**src/rtl/sync_fifo_v2_pkg.sv**
```systemverilog
// Shared sizing helpers and reset constants for sync_fifo_v2.
package sync_fifo_v2_pkg;

  // Bits needed to hold an occupancy of 0..depth inclusive.
  function automatic int cw(input int depth);
    return $clog2(depth + 1);
  endfunction

  // Bits needed to address 0..depth-1, never narrower than one bit.
  function automatic int pw(input int depth);
    return (depth <= 2) ? 1 : $clog2(depth);
  endfunction

  localparam logic RST_FLAG  = 1'b0;
  localparam int   RST_PTR   = 0;
  localparam int   RST_COUNT = 0;
  localparam int   RST_DATA  = 0;

endpackage

```
**src/rtl/sync_fifo_v2_if.sv**
```systemverilog
// Handshake/status bundle between a producer/consumer and sync_fifo_v2.
// Optional sticky error ports exist only when FIFO_STICKY_ERR_EN is defined.
interface sync_fifo_v2_if #(
  parameter int FIFO_WIDTH = 16,
  parameter int CW         = 4
);
  logic                  wr_en;
  logic [FIFO_WIDTH-1:0] data_in;
  logic                  rd_en;
  logic [CW-1:0]         af_thresh;
  logic [CW-1:0]         ae_thresh;
  logic [FIFO_WIDTH-1:0] data_out;
  logic                  rd_valid;
  logic                  wr_ack;
  logic                  overflow;
  logic                  underflow;
  logic                  full;
  logic                  empty;
  logic                  almostfull;
  logic                  almostempty;
  logic [CW-1:0]         count;
`ifdef FIFO_STICKY_ERR_EN
  logic                  err_clr;
  logic                  overflow_sticky;
  logic                  underflow_sticky;

  modport master (
    output wr_en, data_in, rd_en, af_thresh, ae_thresh, err_clr,
    input  data_out, rd_valid, wr_ack, overflow, underflow, full, empty,
           almostfull, almostempty, count, overflow_sticky, underflow_sticky
  );
  modport slave (
    input  wr_en, data_in, rd_en, af_thresh, ae_thresh, err_clr,
    output data_out, rd_valid, wr_ack, overflow, underflow, full, empty,
           almostfull, almostempty, count, overflow_sticky, underflow_sticky
  );
`else
  modport master (
    output wr_en, data_in, rd_en, af_thresh, ae_thresh,
    input  data_out, rd_valid, wr_ack, overflow, underflow, full, empty,
           almostfull, almostempty, count
  );
  modport slave (
    input  wr_en, data_in, rd_en, af_thresh, ae_thresh,
    output data_out, rd_valid, wr_ack, overflow, underflow, full, empty,
           almostfull, almostempty, count
  );
`endif
endinterface

```
**src/rtl/sync_fifo_v2_wrap_ptr.sv**
```systemverilog
// fifo_wrap_ptr: modulo-DEPTH pointer with explicit DEPTH-1 -> 0 wrap,
// so non-power-of-two depths never rely on binary rollover.
module fifo_wrap_ptr
  import sync_fifo_v2_pkg::*;
#(
  parameter  int DEPTH = 8,
  localparam int PW    = pw(DEPTH)
) (
  input  logic          clk,
  input  logic          rst,
  input  logic          inc,
  output logic [PW-1:0] ptr
);
  logic [PW-1:0] ptr_q, ptr_d;

  // Advance on inc, wrapping at the last valid slot.
  always_comb begin
    ptr_d = ptr_q;
    if (inc) ptr_d = (ptr_q == PW'(DEPTH - 1)) ? '0 : ptr_q + PW'(1);
  end

  // Pointer register with synchronous reset.
  always_ff @(posedge clk) begin
    if (rst) ptr_q <= PW'(RST_PTR);
    else     ptr_q <= ptr_d;
  end

  assign ptr = ptr_q;
endmodule

```
**src/rtl/sync_fifo_v2.sv**
```systemverilog
// sync_fifo_v2: single-clock FIFO, arbitrary depth, programmable almost
// thresholds, occupancy count, standard or first-word-fall-through read.
// A write while full is taken when a read is taken in the same cycle.
// Optional macro FIFO_STICKY_ERR_EN adds err_clr and sticky error outputs.
module sync_fifo_v2
  import sync_fifo_v2_pkg::*;
#(
  parameter  int FIFO_WIDTH = 16,
  parameter  int FIFO_DEPTH = 8,
  parameter  int FWFT       = 0,
  localparam int CW         = cw(FIFO_DEPTH),
  localparam int PW         = pw(FIFO_DEPTH)
) (
  input logic            clk,
  input logic            rst,
  sync_fifo_v2_if.slave  bus
);
  logic [FIFO_WIDTH-1:0] mem [FIFO_DEPTH];
  logic [PW-1:0]         wr_ptr, rd_ptr;
  logic [CW-1:0]         count_q, count_d;
  logic                  wr_ack_q, wr_ack_d;
  logic                  overflow_q, overflow_d;
  logic                  underflow_q, underflow_d;
  logic                  full, empty, rd_acc, wr_acc;

  // Accept decisions and next count/pulse flags from pre-edge state.
  always_comb begin
    full        = (count_q == CW'(FIFO_DEPTH));
    empty       = (count_q == '0);
    rd_acc      = bus.rd_en && !empty;
    wr_acc      = bus.wr_en && (!full || rd_acc);
    count_d     = count_q;
    case ({wr_acc, rd_acc})
      2'b10:   count_d = count_q + CW'(1);
      2'b01:   count_d = count_q - CW'(1);
      default: count_d = count_q;
    endcase
    wr_ack_d    = wr_acc;
    overflow_d  = bus.wr_en && !wr_acc;
    underflow_d = bus.rd_en && !rd_acc;
  end

  // Occupancy and one-cycle status pulses; reset overrides any request.
  always_ff @(posedge clk) begin
    if (rst) begin
      count_q     <= CW'(RST_COUNT);
      wr_ack_q    <= RST_FLAG;
      overflow_q  <= RST_FLAG;
      underflow_q <= RST_FLAG;
    end else begin
      count_q     <= count_d;
      wr_ack_q    <= wr_ack_d;
      overflow_q  <= overflow_d;
      underflow_q <= underflow_d;
    end
  end

  // Storage is deliberately left uninitialised by reset.
  always_ff @(posedge clk) begin
    if (!rst && wr_acc) mem[wr_ptr] <= bus.data_in;
  end

  fifo_wrap_ptr #(.DEPTH(FIFO_DEPTH)) u_wr_ptr (
    .clk (clk), .rst (rst), .inc (wr_acc), .ptr (wr_ptr)
  );
  fifo_wrap_ptr #(.DEPTH(FIFO_DEPTH)) u_rd_ptr (
    .clk (clk), .rst (rst), .inc (rd_acc), .ptr (rd_ptr)
  );

  if (FWFT == 0) begin : g_std
    logic [FIFO_WIDTH-1:0] data_out_q, data_out_d;
    logic                  rd_valid_q, rd_valid_d;

    // Registered read: capture head on accept, otherwise hold the last word.
    always_comb begin
      data_out_d = data_out_q;
      rd_valid_d = rd_acc;
      if (rd_acc) data_out_d = mem[rd_ptr];
    end

    // Read data register.
    always_ff @(posedge clk) begin
      if (rst) begin
        data_out_q <= FIFO_WIDTH'(RST_DATA);
        rd_valid_q <= RST_FLAG;
      end else begin
        data_out_q <= data_out_d;
        rd_valid_q <= rd_valid_d;
      end
    end

    assign bus.data_out = data_out_q;
    assign bus.rd_valid = rd_valid_q;
  end else begin : g_fwft
    // Head word is always presented; rd_en only pops it.
    assign bus.data_out = mem[rd_ptr];
    assign bus.rd_valid = !empty;
  end

`ifdef FIFO_STICKY_ERR_EN
  logic ovf_sticky_q, ovf_sticky_d;
  logic udf_sticky_q, udf_sticky_d;

  // Sticky errors: a new error in the same cycle beats err_clr.
  always_comb begin
    ovf_sticky_d = overflow_d  ? 1'b1 : (bus.err_clr ? 1'b0 : ovf_sticky_q);
    udf_sticky_d = underflow_d ? 1'b1 : (bus.err_clr ? 1'b0 : udf_sticky_q);
  end

  // Sticky error registers.
  always_ff @(posedge clk) begin
    if (rst) begin
      ovf_sticky_q <= RST_FLAG;
      udf_sticky_q <= RST_FLAG;
    end else begin
      ovf_sticky_q <= ovf_sticky_d;
      udf_sticky_q <= udf_sticky_d;
    end
  end

  assign bus.overflow_sticky  = ovf_sticky_q;
  assign bus.underflow_sticky = udf_sticky_q;
`endif

  assign bus.wr_ack      = wr_ack_q;
  assign bus.overflow    = overflow_q;
  assign bus.underflow   = underflow_q;
  assign bus.full        = full;
  assign bus.empty       = empty;
  assign bus.almostfull  = (count_q >= bus.af_thresh);
  assign bus.almostempty = (count_q <= bus.ae_thresh);
  assign bus.count       = count_q;
endmodule
```
**src/flat_wrapper.sv**
```systemverilog
// flat-port wrapper written by rule: the top's interface ports become plain ports
module sync_fifo_v2_flat import sync_fifo_v2_pkg::*;
#(
  parameter  int FIFO_WIDTH = 16,
  parameter  int FIFO_DEPTH = 8,
  parameter  int FWFT       = 0,
  localparam int CW         = cw(FIFO_DEPTH),
  localparam int PW         = pw(FIFO_DEPTH)
)
  (clk, rst, bus_wr_en, bus_data_in, bus_rd_en, bus_af_thresh, bus_ae_thresh, bus_data_out, bus_rd_valid, bus_wr_ack, bus_overflow, bus_underflow, bus_full, bus_empty, bus_almostfull, bus_almostempty, bus_count);
  sync_fifo_v2_if #(.FIFO_WIDTH(FIFO_WIDTH)) bus_i ();
  input logic clk;
  input logic rst;
  input wire logic [$bits(bus_i.wr_en)-1:0] bus_wr_en;
  input wire logic [$bits(bus_i.data_in)-1:0] bus_data_in;
  input wire logic [$bits(bus_i.rd_en)-1:0] bus_rd_en;
  input wire logic [$bits(bus_i.af_thresh)-1:0] bus_af_thresh;
  input wire logic [$bits(bus_i.ae_thresh)-1:0] bus_ae_thresh;
  output wire logic [$bits(bus_i.data_out)-1:0] bus_data_out;
  output wire logic [$bits(bus_i.rd_valid)-1:0] bus_rd_valid;
  output wire logic [$bits(bus_i.wr_ack)-1:0] bus_wr_ack;
  output wire logic [$bits(bus_i.overflow)-1:0] bus_overflow;
  output wire logic [$bits(bus_i.underflow)-1:0] bus_underflow;
  output wire logic [$bits(bus_i.full)-1:0] bus_full;
  output wire logic [$bits(bus_i.empty)-1:0] bus_empty;
  output wire logic [$bits(bus_i.almostfull)-1:0] bus_almostfull;
  output wire logic [$bits(bus_i.almostempty)-1:0] bus_almostempty;
  output wire logic [$bits(bus_i.count)-1:0] bus_count;
  assign bus_i.wr_en = bus_wr_en;
  assign bus_i.data_in = bus_data_in;
  assign bus_i.rd_en = bus_rd_en;
  assign bus_i.af_thresh = bus_af_thresh;
  assign bus_i.ae_thresh = bus_ae_thresh;
  assign bus_data_out = bus_i.data_out;
  assign bus_rd_valid = bus_i.rd_valid;
  assign bus_wr_ack = bus_i.wr_ack;
  assign bus_overflow = bus_i.overflow;
  assign bus_underflow = bus_i.underflow;
  assign bus_full = bus_i.full;
  assign bus_empty = bus_i.empty;
  assign bus_almostfull = bus_i.almostfull;
  assign bus_almostempty = bus_i.almostempty;
  assign bus_count = bus_i.count;
  sync_fifo_v2 #(.FIFO_WIDTH(FIFO_WIDTH), .FIFO_DEPTH(FIFO_DEPTH), .FWFT(FWFT)) u_core (.clk(clk), .rst(rst), .bus(bus_i));
endmodule
```
**config.mk**
```make
export PLATFORM = sky130hd
export DESIGN_NAME = sync_fifo_v2_flat
export DESIGN_NICKNAME = d
export VERILOG_FILES = /design/src/rtl/sync_fifo_v2_pkg.sv /design/src/rtl/sync_fifo_v2_if.sv /design/src/rtl/sync_fifo_v2_wrap_ptr.sv /design/src/rtl/sync_fifo_v2.sv /design/src/flat_wrapper.sv
export SDC_FILE = /design/constraint.sdc
export NUM_CORES = 1
export LEC_CHECK = 0
export BUFFER_PORTS_ARGS = -buffer_cell sky130_fd_sc_hd__buf_2
export CAP_MARGIN = 20
export CORE_MARGIN = 3
export CORE_UTILIZATION = 59
export CTS_CLUSTER_DIAMETER = 30
export DETAILED_ROUTE_END_ITERATION = 8
export PLACE_DENSITY_LB_ADDON = 0.1
export SETUP_SLACK_MARGIN = 0.2
export SLEW_MARGIN = 20
export SYNTH_ARGS = -nofsm -noshare
export SYNTH_HDL_FRONTEND = slang
export SYNTH_HIERARCHICAL = 1
export SYNTH_SLANG_ARGS = --single-unit
```
**constraint.sdc**
```tcl
create_clock -name clk -period 4.5 [get_ports clk]
set_input_delay 0.9 -clock clk [delete_from_list [all_inputs] [get_ports clk]]
set_output_delay 0.9 -clock clk [all_outputs]
set_load 0.03 [all_outputs]
```
### Word level (Yosys, flattened, before mapping)

Memories as Yosys holds them, arrays and structs flattened. A register that Yosys moved wholly into a read port is not among the register bits.
Index checks and enable logic that the tools add are counted.

| cells by class | value |
|---|---|
| add/subtract/negate cells | 4 |
| magnitude comparators | 2 |
| equal/unequal tests | 5 |
| multiplexer cells | 5 |
| reductions and logical operators | 13 |

Operators with widths:

| kind | number |
|---|---|
| $pmux W4 S2 | 1 |
| $add A3 B1 Y3 const B | 2 |
| $eq A3 B3 Y1 const B | 2 |
| $mux W3 | 2 |
| $logic_and A1 B1 Y1 | 5 |
| $logic_not A1 Y1 | 5 |
| $add A4 B1 Y4 const B | 1 |
| $eq A4 B4 Y1 const B | 1 |
| $ge A4 B4 Y1 | 1 |
| $le A4 B4 Y1 | 1 |
| $logic_not A4 Y1 | 1 |
| $sub A4 B1 Y4 const B | 1 |
| $eq A2 B1 Y1 const B | 1 |
| $eq A2 B2 Y1 const B | 1 |
| $mux W1 | 2 |
| $reduce_bool A2 Y1 | 1 |
| $logic_or A1 B1 Y1 | 1 |

| storage, ports and cells | value |
|---|---|
| bits in registers | 14 |
| RAM bits | 128 |
| input bits | 28 |
| output and inout bits | 28 |
| memories kept | 1 |

Memories:

| memory | depth | bits a word | read ports | clocked after memory_dff | wr ports | RTL line | source |
|---|---|---|---|---|---|---|---|
| u_core.mem | 8 | 16 | 1 | 1 | 1 | sync_fifo_v2.sv:18 | `logic [FIFO_WIDTH-1:0] mem [FIFO_DEPTH];` |

### Logic depth before layout (Yosys ltp)

Gate-level depths: netlist of the first run.

| depth | value |
|---|---|
| depth after elaboration | 8 |
| depth in mapped cells | 11 |

### Modules after synthesis

The synthesis of the first run kept the hierarchy.

By module, submodules not included:

| module | times used | cells an instance | area an instance (sq um) |
|---|---|---|---|
| sync_fifo_v2 | 1 | 330 | 6154.7 |
| fifo_wrap_ptr | 2 | 13 | 141.4 |

### Worst setup path after synthesis of the first run

Ideal clock, no wire load.

| timing path | value |
|---|---|
| kind | input -> register |
| start point | in bus_wr_en |
| end point | mem u_core.mem[2][0] (enable) |
| arrival | 2988 ps |
| required time | 4070 ps |
| path slack | 1081 ps |
| stages on the path | 5 |
| buffers on the path | 1 |
| cells stage by stage | buf_2 > o21ai_2 > inv_1 > nand2_1 > nor4_1 |

| between the ends | value |
|---|---|
| word-level cells in the longest chain between the ends | 4 |

RTL lines:

| what | RTL line | source |
|---|---|---|
| start: declaration | flat_wrapper.sv:14 | `input wire logic [$bits(bus_i.wr_en)-1:0] bus_wr_en;` |
| $logic_and A1 B1 Y1 | sync_fifo_v2.sv:31 | `wr_acc = bus.wr_en && (!full \|\| rd_acc);` |
| named net u_core.wr_acc | sync_fifo_v2.sv:24 | `logic full, empty, rd_acc, wr_acc;` |
| $logic_and A1 B1 Y1 | sync_fifo_v2.sv:60 | `if (!rst && wr_acc) mem[wr_ptr] <= bus.data_in;` |
| $mux W1 | sync_fifo_v2.sv:60 |  |
| $mux W1 (not written as such) | sync_fifo_v2.sv:60 |  |
| end: declaration | sync_fifo_v2.sv:18 |  |

The timed path passes the listed nets, and every way through them passes these cells.

### Worst setup path after layout of the first run

| timing path | value |
|---|---|
| start point | reg u_core.count_q[0], in the netlist u_core/bus.count[0] |
| end point | out bus_almostfull |

| between the ends | value |
|---|---|
| word-level cells in the longest chain between the ends | 1 |

RTL lines:

| what | RTL line | source |
|---|---|---|
| start: declaration | sync_fifo_v2.sv:20 | `logic [CW-1:0] count_q, count_d;` |
| start signal: assignment | sync_fifo_v2.sv:46 | `count_q <= CW'(RST_COUNT);` |
| start signal: assignment | sync_fifo_v2.sv:51 | `count_q <= count_d;` |
| $ge A4 B4 Y1 | sync_fifo_v2.sv:130 | `assign bus.almostfull = (count_q >= bus.af_thresh);` |
| end: declaration | flat_wrapper.sv:26 | `output wire logic [$bits(bus_i.almostfull)-1:0] bus_almostfull;` |

Every way passes these cells.

==> summary by stage, run 1 <==
Run status
The run finished with clean final reports.

Power
The fraction of power spent switching nets is 30.2%. Summed over all cells, the static leakage comes to 0.00261 uW. Internal power comes to 3070 uW. The clock power share is 33.0%. Combinational logic is responsible for 25.8% of the overall power. The power density normalized to cell area is 586 nW/um^2. The switching power of the nets is 1330 uW. The portion of total power attributed to sequential cells is 41.2%. VDD sags by at most 468 uV.

STA
The setup violation total in the final timing report is 0. The smallest clock period supported by the final layout is computed as 3.14 ns. The final-layout worst hold slack is 0.529 ns. The post-route clock skew is 0.0138 ns. The setup slack after layout is 1.36 ns. Timing would allow up to 319 MHz. The fraction of the cycle the final worst path needs is 69.7%. The hold violation total from the final report is 0. Setup repair after global routing left no endpoint under its margin. The count of final max-slew check failures is 0. The total negative setup slack is 0 ns. Headroom to the max-slew limit came out at 40.2%. The transition at the pin with the smallest max-transition slack is 0.897 ns.

Clock network
The buffer type at the clock tree root is clkbuf_8. The clock insertion delay at the later pin of the skew report is 0.52 ns. The total of cells resized after clock tree synthesis is 0.

The clock slew seen by the registers of the worst setup and hold paths is 0.06 ns. The clock net in this run drives a total of 158 sinks. The deepest clock path buffer count is 2. Counting the buffers created by CTS gives 17. TritonCTS built the clock tree. The H-tree was split into 4 levels.

After clock tree synthesis, the setup repair step added 0 buffers. After clock tree synthesis, the flow added hold-fix buffers numbering 0.

Layout
The area growth from synthesis to layout is 16.4%. The share of final-layout standard cells stronger than drive strength 1 is 35.9%. The count of inserted antenna diode cells is 0.

Counting the fill cells in the layout gives 680. The multi-input logic area is 1860 sq um. The final layout contains 467 nets. In the final layout, flip-flops and latches occupy 4450 sq um.

Routing
After detailed routing, the total wire length is 11400 um. Before antenna repair, the detailed router went through 4 iterations. The via count of the routed design is 3305. Using the TritonRoute via totals, the vias-per-cell ratio works out to 5.77. The number of routed nets with antenna violations is 0. The detailed-route DRC error count is 0.

The detailed router's first-iteration violation count is 245. Dividing the detail-routed wire length by the instance count gives 19.8 um.

Setup path
The critical path is of the flip-flop to primary output type. The data arrival time of the critical path is 2.24 ns. Together, buffers and inverters on the worst path number 2. The most repeated library cell on the critical path is a21o_1.

For this design, the slowest cell found on the critical path is dfxtp_1. Grouping stages by cell kind, the critical path spends the most delay in compound AO/OA/AOI/OAI gates. STA puts the critical path data required time at 3.60 ns.

Walking the worst path, the cells encountered are inv_1 -> ha_1 -> nand2b_1 -> a21o_1 -> a21o_1 -> a21o_1 -> buf_2. The critical path startpoint category is a flip-flop. Along the worst path, the maximum fanout reaches 8.

The worst setup path is captured at a primary output. On the worst path, the slowest cell contributes a delay of 0.47 ns.

Logic synthesis
The post-synthesis share of cell area spent on full adders, half adders and majority gates is 3.03%. During synthesis, Yosys emitted a total of 6 warnings. Ranked by total cell area, the synthesized netlist is headed by edfxtp_1 (60%), mux4_2 (11%), dfxtp_1 (9.3%), a211oi_2 (3.1%), mux2i_1 (3.0%). After synthesis, the most frequently instantiated cells are edfxtp_1 (128), mux4_2 (32), dfxtp_1 (30), nor2_1 (30), mux2i_1 (19).

The synthesized instance count is 356. The share of flip-flops with an asynchronous set or reset is 0%. The net count after synthesis is 399. The biggest area contributor in the post-synthesis netlist is edfxtp_1. After synthesis, the largest family of logic cells by area is multiplexers. The post-synthesis instance area is 6440 sq um. By instance count, the leading cell after synthesis is edfxtp_1. In this run the biggest area consumer among cell types represents 59.7% of the synthesized area. The share of cell area taken by muxes after synthesis is 14.1%. The fraction of the mapped netlist area in compound gates is 5.79%. Of the synthesized area, sequential elements account for 69.0%.

The synthesis-stage register bit count is 158. The most used flip-flop cell after synthesis is edfxtp_1. The post-synthesis share of cell area spent on and, or, nand and nor gates is 5.13%. The mean area per synthesized cell is 18.1 sq um. The parity-gate share of the synthesized area counting xor and xnor cells is 0.408%. Yosys mapped the design onto 44 distinct sky130hd cell types. In this run, synthesis inferred 128 flip-flops with an integrated enable.

Global routing
Entering global routing, the biggest net connects 38 pins. The number of antenna violations at the first check in global routing is 0. Global routing consumed, over all layers together, 20.1% of the routing resources. The first global-routing pass estimated 18700 um of wire.

The total congestion overflow is 0. The via count of the first global-routing pass is 3429.

Die
The number of I/O pins is 56. The floorplan die area is 12200 sq um. Measured along the x axis, the die boundary spans 110 um. From bottom edge to top edge, the die measures 110 um. The initial core utilization is 61.5%.

The floorplan has 37 rows. The area inside the core boundary is 10500 sq um.

Hold path
The path class of the tightest hold or removal check is flip-flop to flip-flop.

Placement
The wire-length estimate of the detail-placed layout is 6750 um. The weighted congestion reported at the end of routability-driven placement is 0.758. In this run the tool buffered the top-level ports with 55 buffer cells.

The worst slack at placement is 1.46 ns.

Flow run
The tool flagged a number of max-cap violations equal to 0.
## power groups by stage
stage	logic, uW	registers [uW]	clock network, uW
finish	1130	1810	1450
global placement	1110	1840	0
global route	1230	1840	1540
CTS	1150	1820	1470
detailed placement	1140	1850	0
floorplan	814	1940	0
## tightest hold or removal path, stage by stage, from the launching register on
cell	delay (ns)
dfxtp_1	0.30
nor2_1	0.12
a211oi_2	0.05
## state kept, by name (all words and copies together) (netlist names)
register / count
u_core/mem: 128
u_core/bus.data_out: 16
u_core/bus.count: 4
u_core/u_rd_ptr/ptr: 3
u_core/u_wr_ptr/ptr: 3
u_core/bus.overflow: 1
u_core/bus.rd_valid: 1
u_core/bus.underflow: 1
u_core/bus.wr_ack: 1
## cells in the final DEF (no fill, tap or decap), types with 12 or more instances in the layout
| cell type | count |
|---|---|
| a211oi_2 | 16 |
| buf_2 | 55 |
| buf_4 | 12 |
| clkbuf_16 | 16 |
| dfxtp_1 | 29 |
| edfxtp_1 | 128 |
| ha_1 | 14 |
| mux2i_1 | 19 |
| mux4_2 | 32 |
| nor2_1 | 30 |
## final cells by class
type,instances,share of cell area (%)
Clock buffer,18,5.58
Multi-Input combinational cell,169,24.9
Tap cell,136,2.27
Timing Repair Buffer,67,4.88
Inverter,11,0.551
Sequential cell,158,59.3
Clock inverter,14,2.54
## final timing paths
check                          from                     end  slack (ns)  cells past startpoint
max             u_core/bus.count[0]          bus_almostfull        1.36                      7
min          u_core/bus.data_out[5]  u_core/bus.data_out[5]        0.53                      2
max reg2reg     u_core/bus.count[1]     u_core/bus.count[3]        2.02                     10
min reg2reg  u_core/bus.data_out[5]  u_core/bus.data_out[5]        0.53                      2
## per-stage QoR
step	instance area [sq um]	power, uW	instances	utilization (%)
after floorplan	6440	2750	356	-
after global placement	6890	2950	541	65.8
after detailed placement	6890	2990	541	65.8
after CTS	7490	4440	573	71.6
after global routing	7490	4610	573	71.6
final	7490	4390	573	71.6
## cell families (layout without fill, tap and decap cells)
logic type               after synthesis  count (layout)
AND/OR/NAND/NOR                       63              63
multiplexers                          51              51
XOR/XNOR                               3               3
AO/OA/AOI/OAI                         37              37
buffers and inverters                 29             110
adder cells (fa/ha/maj)               15              15
flip-flops                           158             158
## layer usage
metal / share of wire (%) / vias to the layer above / GRT usage, %
met5: 0 / - / 0
met1: 42 / 1679 / 27.2
met3: 5.0 / 4 / 5.42
met2: 52 / 77 / 33.2
met4: 0.45 / 0 / 4.68
li1: - / 1545 / -
(Power assumes the default switching activity.)
==> run 2: changes to the inputs <==
Settings changed: CORE_UTILIZATION 59 to 53.
Clock period 4.5 ns to 2.6 ns, I/O delays scaled along.
==> run 2 against run 1 <==
Global-route usage decreased by 0.87 points; design area increased by 1.3%; non-clock buffer count increased by 4; sequential power increased by 71%; critical path depth unchanged; clock skew decreased by 0.0057 ns; clock power increased by 64%; count of clock-buffer cells in the layout unchanged; worst hold slack got worse by 0.16 ns; first-iteration DRC count decreased by 29%; highest routed layer unchanged; combinational power increased by 92%.
==> summary by stage, run 2 (same netlist as run 1, synthesis figures left out) <==
Routing
The detailed-route wire length per cell is 20.0 um. Dividing the detail-routed via count by the number of cells gives 5.70. The detailed-route DRC error count is 0. The total iterations of the first detailed-routing run is 4. The number of routed nets with antenna violations is 0. The detailed router's first-iteration violation count is 175. The final layout contains routed wiring with a total length of 11700 um.

The routed layout has 3330 vias.

STA
The transition at the pin with the smallest max-transition slack is 0.838 ns. Setup repair after global routing could not meet its margin everywhere. Across the routed clock network, the largest skew measured is 0.00812 ns. The total negative setup slack is 0 ns. The count of final max-slew check failures is 0. The final-layout worst hold slack is 0.369 ns. The achievable clock frequency is 427 MHz. In the finished design, the share of the clock period the worst path needs comes to 90.1%. The final critical delay including setup and external delays is 2.34 ns.

In this run the tightest slew margin relative to its limit is 44.0%. The hold violation total from the final report was 0. The setup violation total in the final timing report is 0.

Clock network
CTS placed an instance of clkbuf_16 at the clock tree root. The deepest clock path buffer count is 2. The cts-stage hold buffer count is 0.

The clock insertion delay at the later pin of the skew report is 0.41 ns. TritonCTS built the clock tree. The number of buffers created by CTS is 17. The clock slew seen by the registers of the worst setup and hold paths is 0.06 ns.

The clock net in this run drives a total of 158 sinks. The H-tree was split into 4 levels.

Placement
The cell area after placement is 6960 sq um. The weighted congestion reported at the end of routability-driven placement is 0.770. The sum of net half-perimeters after detailed placement is 6910 um. In this run the tool buffered the top-level ports with 55 buffer cells.

Global routing
The via count of the first global-routing pass is 3407. Entering global routing, the biggest net connects 38 pins. The met2 capacity usage during global routing is 31.2%. Global routing finished with a remaining overflow of 0.

The number of antenna violations at the first check in global routing is 0. The global routing stage identified its most utilized layer as met2. Global routing used 26.0% of the available met1 tracks.

The first-pass GRT wire length is 18700 um. The met3 track demand over resource is 4.20%. The combined global-route utilization of all metal layers is 19.3%.

Hold path
The worst hold path belongs to the class input pin to flip-flop.

Setup path
The data arrival time of the critical path is 1.82 ns. The critical path is of the flip-flop to primary output type. STA classifies the critical path startpoint as a flip-flop.

The kind of capture point of the worst setup path is a primary output. The largest fanout of any net on the critical path is 9. The data required time at the worst endpoint is 2.08 ns.

Power
The design draws 7630 uW. The maximum VDD drop is 524 uV. The leakage power total is 0.00263 uW.

The power density normalized to cell area is 1010 nW/um^2.

Die
The floorplan step set the die width to 116 um. The area inside the core boundary is 11700 sq um. The floorplan die area is 13500 sq um.

The number of placement rows is 39. The die is 116 um tall. The initial utilization of the core area, before any placement, comes to 55.2%. During I/O placement, the number of pins put on the boundary was 56.

Run status
The flow ran to the end, and the final reports show no timing, DRC or antenna violations.

Layout
Measured on the finished design, the core utilization comes to 65.1%. The share of final-layout standard cells stronger than drive strength 1 is 38.5%. Ranked by flip-flop count, first place goes to u_core/mem. The most common cell after layout, fill and taps aside is edfxtp_1.

The number of flip-flops under the largest register name is 128. The area growth from synthesis to final layout is 17.9%. The count of inserted antenna diode cells is 0. Leaving out fill and tap cells, the most frequent cells in the layout are edfxtp_1 (128), buf_2 (53), mux4_2 (32), nor2_1 (30), dfxtp_1 (27). The final standard cell area without fillers is 7590 sq um. In the final design database the tool counted 471 nets.

Flow run
The max capacitance violation total is 0.
## run 2: what timing repair did
| item | in CTS | in global routing |
|---|---|---|
| setup buffers | 1 | 0 |
| pin swaps | 0 | 3 |
| resized for setup | 7 | 6 |
| setup endpoints to repair | 2 | 53 |
| hold endpoints to repair | 0 | 0 |
## run 2: area by class of cell
cell class / instances / area, sq um
sequential: 158 / 4450
fill: 824 / 4070
multi-input combinational: 169 / 1910
timing repair buffer: 71 / 433
clock buffer: 18 / 429
tap: 143 / 179
clock inverter: 14 / 143
inverter: 11 / 41.3
## run 2: path summary, 6_finish.rpt
| kind | from | cells past startpoint | endpoint | slack [ns] |
|---|---|---|---|---|
| hold reg to reg | u_core/bus.data_out[8] | 2 | u_core/bus.data_out[8] | 0.53 |
| hold / removal | bus_data_in[12] | 1 | u_core/mem[6][12] | 0.37 |
| setup / recovery | u_core/bus.count[1] | 7 | bus_almostempty | 0.26 |
| setup reg to reg | u_core/bus.count[0] | 7 | u_core/mem[6][4] | 0.27 |
## run 2: critical path, cell delays in order (launching register included)
cell,delay (ns)
dfxtp_2,0.33
buf_6,0.15
ha_4,0.20
nor2b_1,0.12
o21a_1,0.16
o21a_1,0.16
o21ai_1,0.11
buf_4,0.17
## run 2: metrics by stage
step / std cells / worst slack, ns
2_1_floorplan: 356 / 0.0232
5_1_grt: 584 / 0.157
6_report: 584 / 0.257
3_5_place_dp: 551 / 0.309
3_3_place_gp: 551 / 0.373
4_1_cts: 584 / 0.183
## run 2: per-layer routing
metal,up-vias,routed length [um]
li1,1553,-
met1,1680,5080
met2,79,5910
met3,18,500
met4,0,187
met5,-,0
## run 2: report_power, final
group	internal, uW	switching, uW
clock network	1410	964
logic	927	1240
registers	2930	158
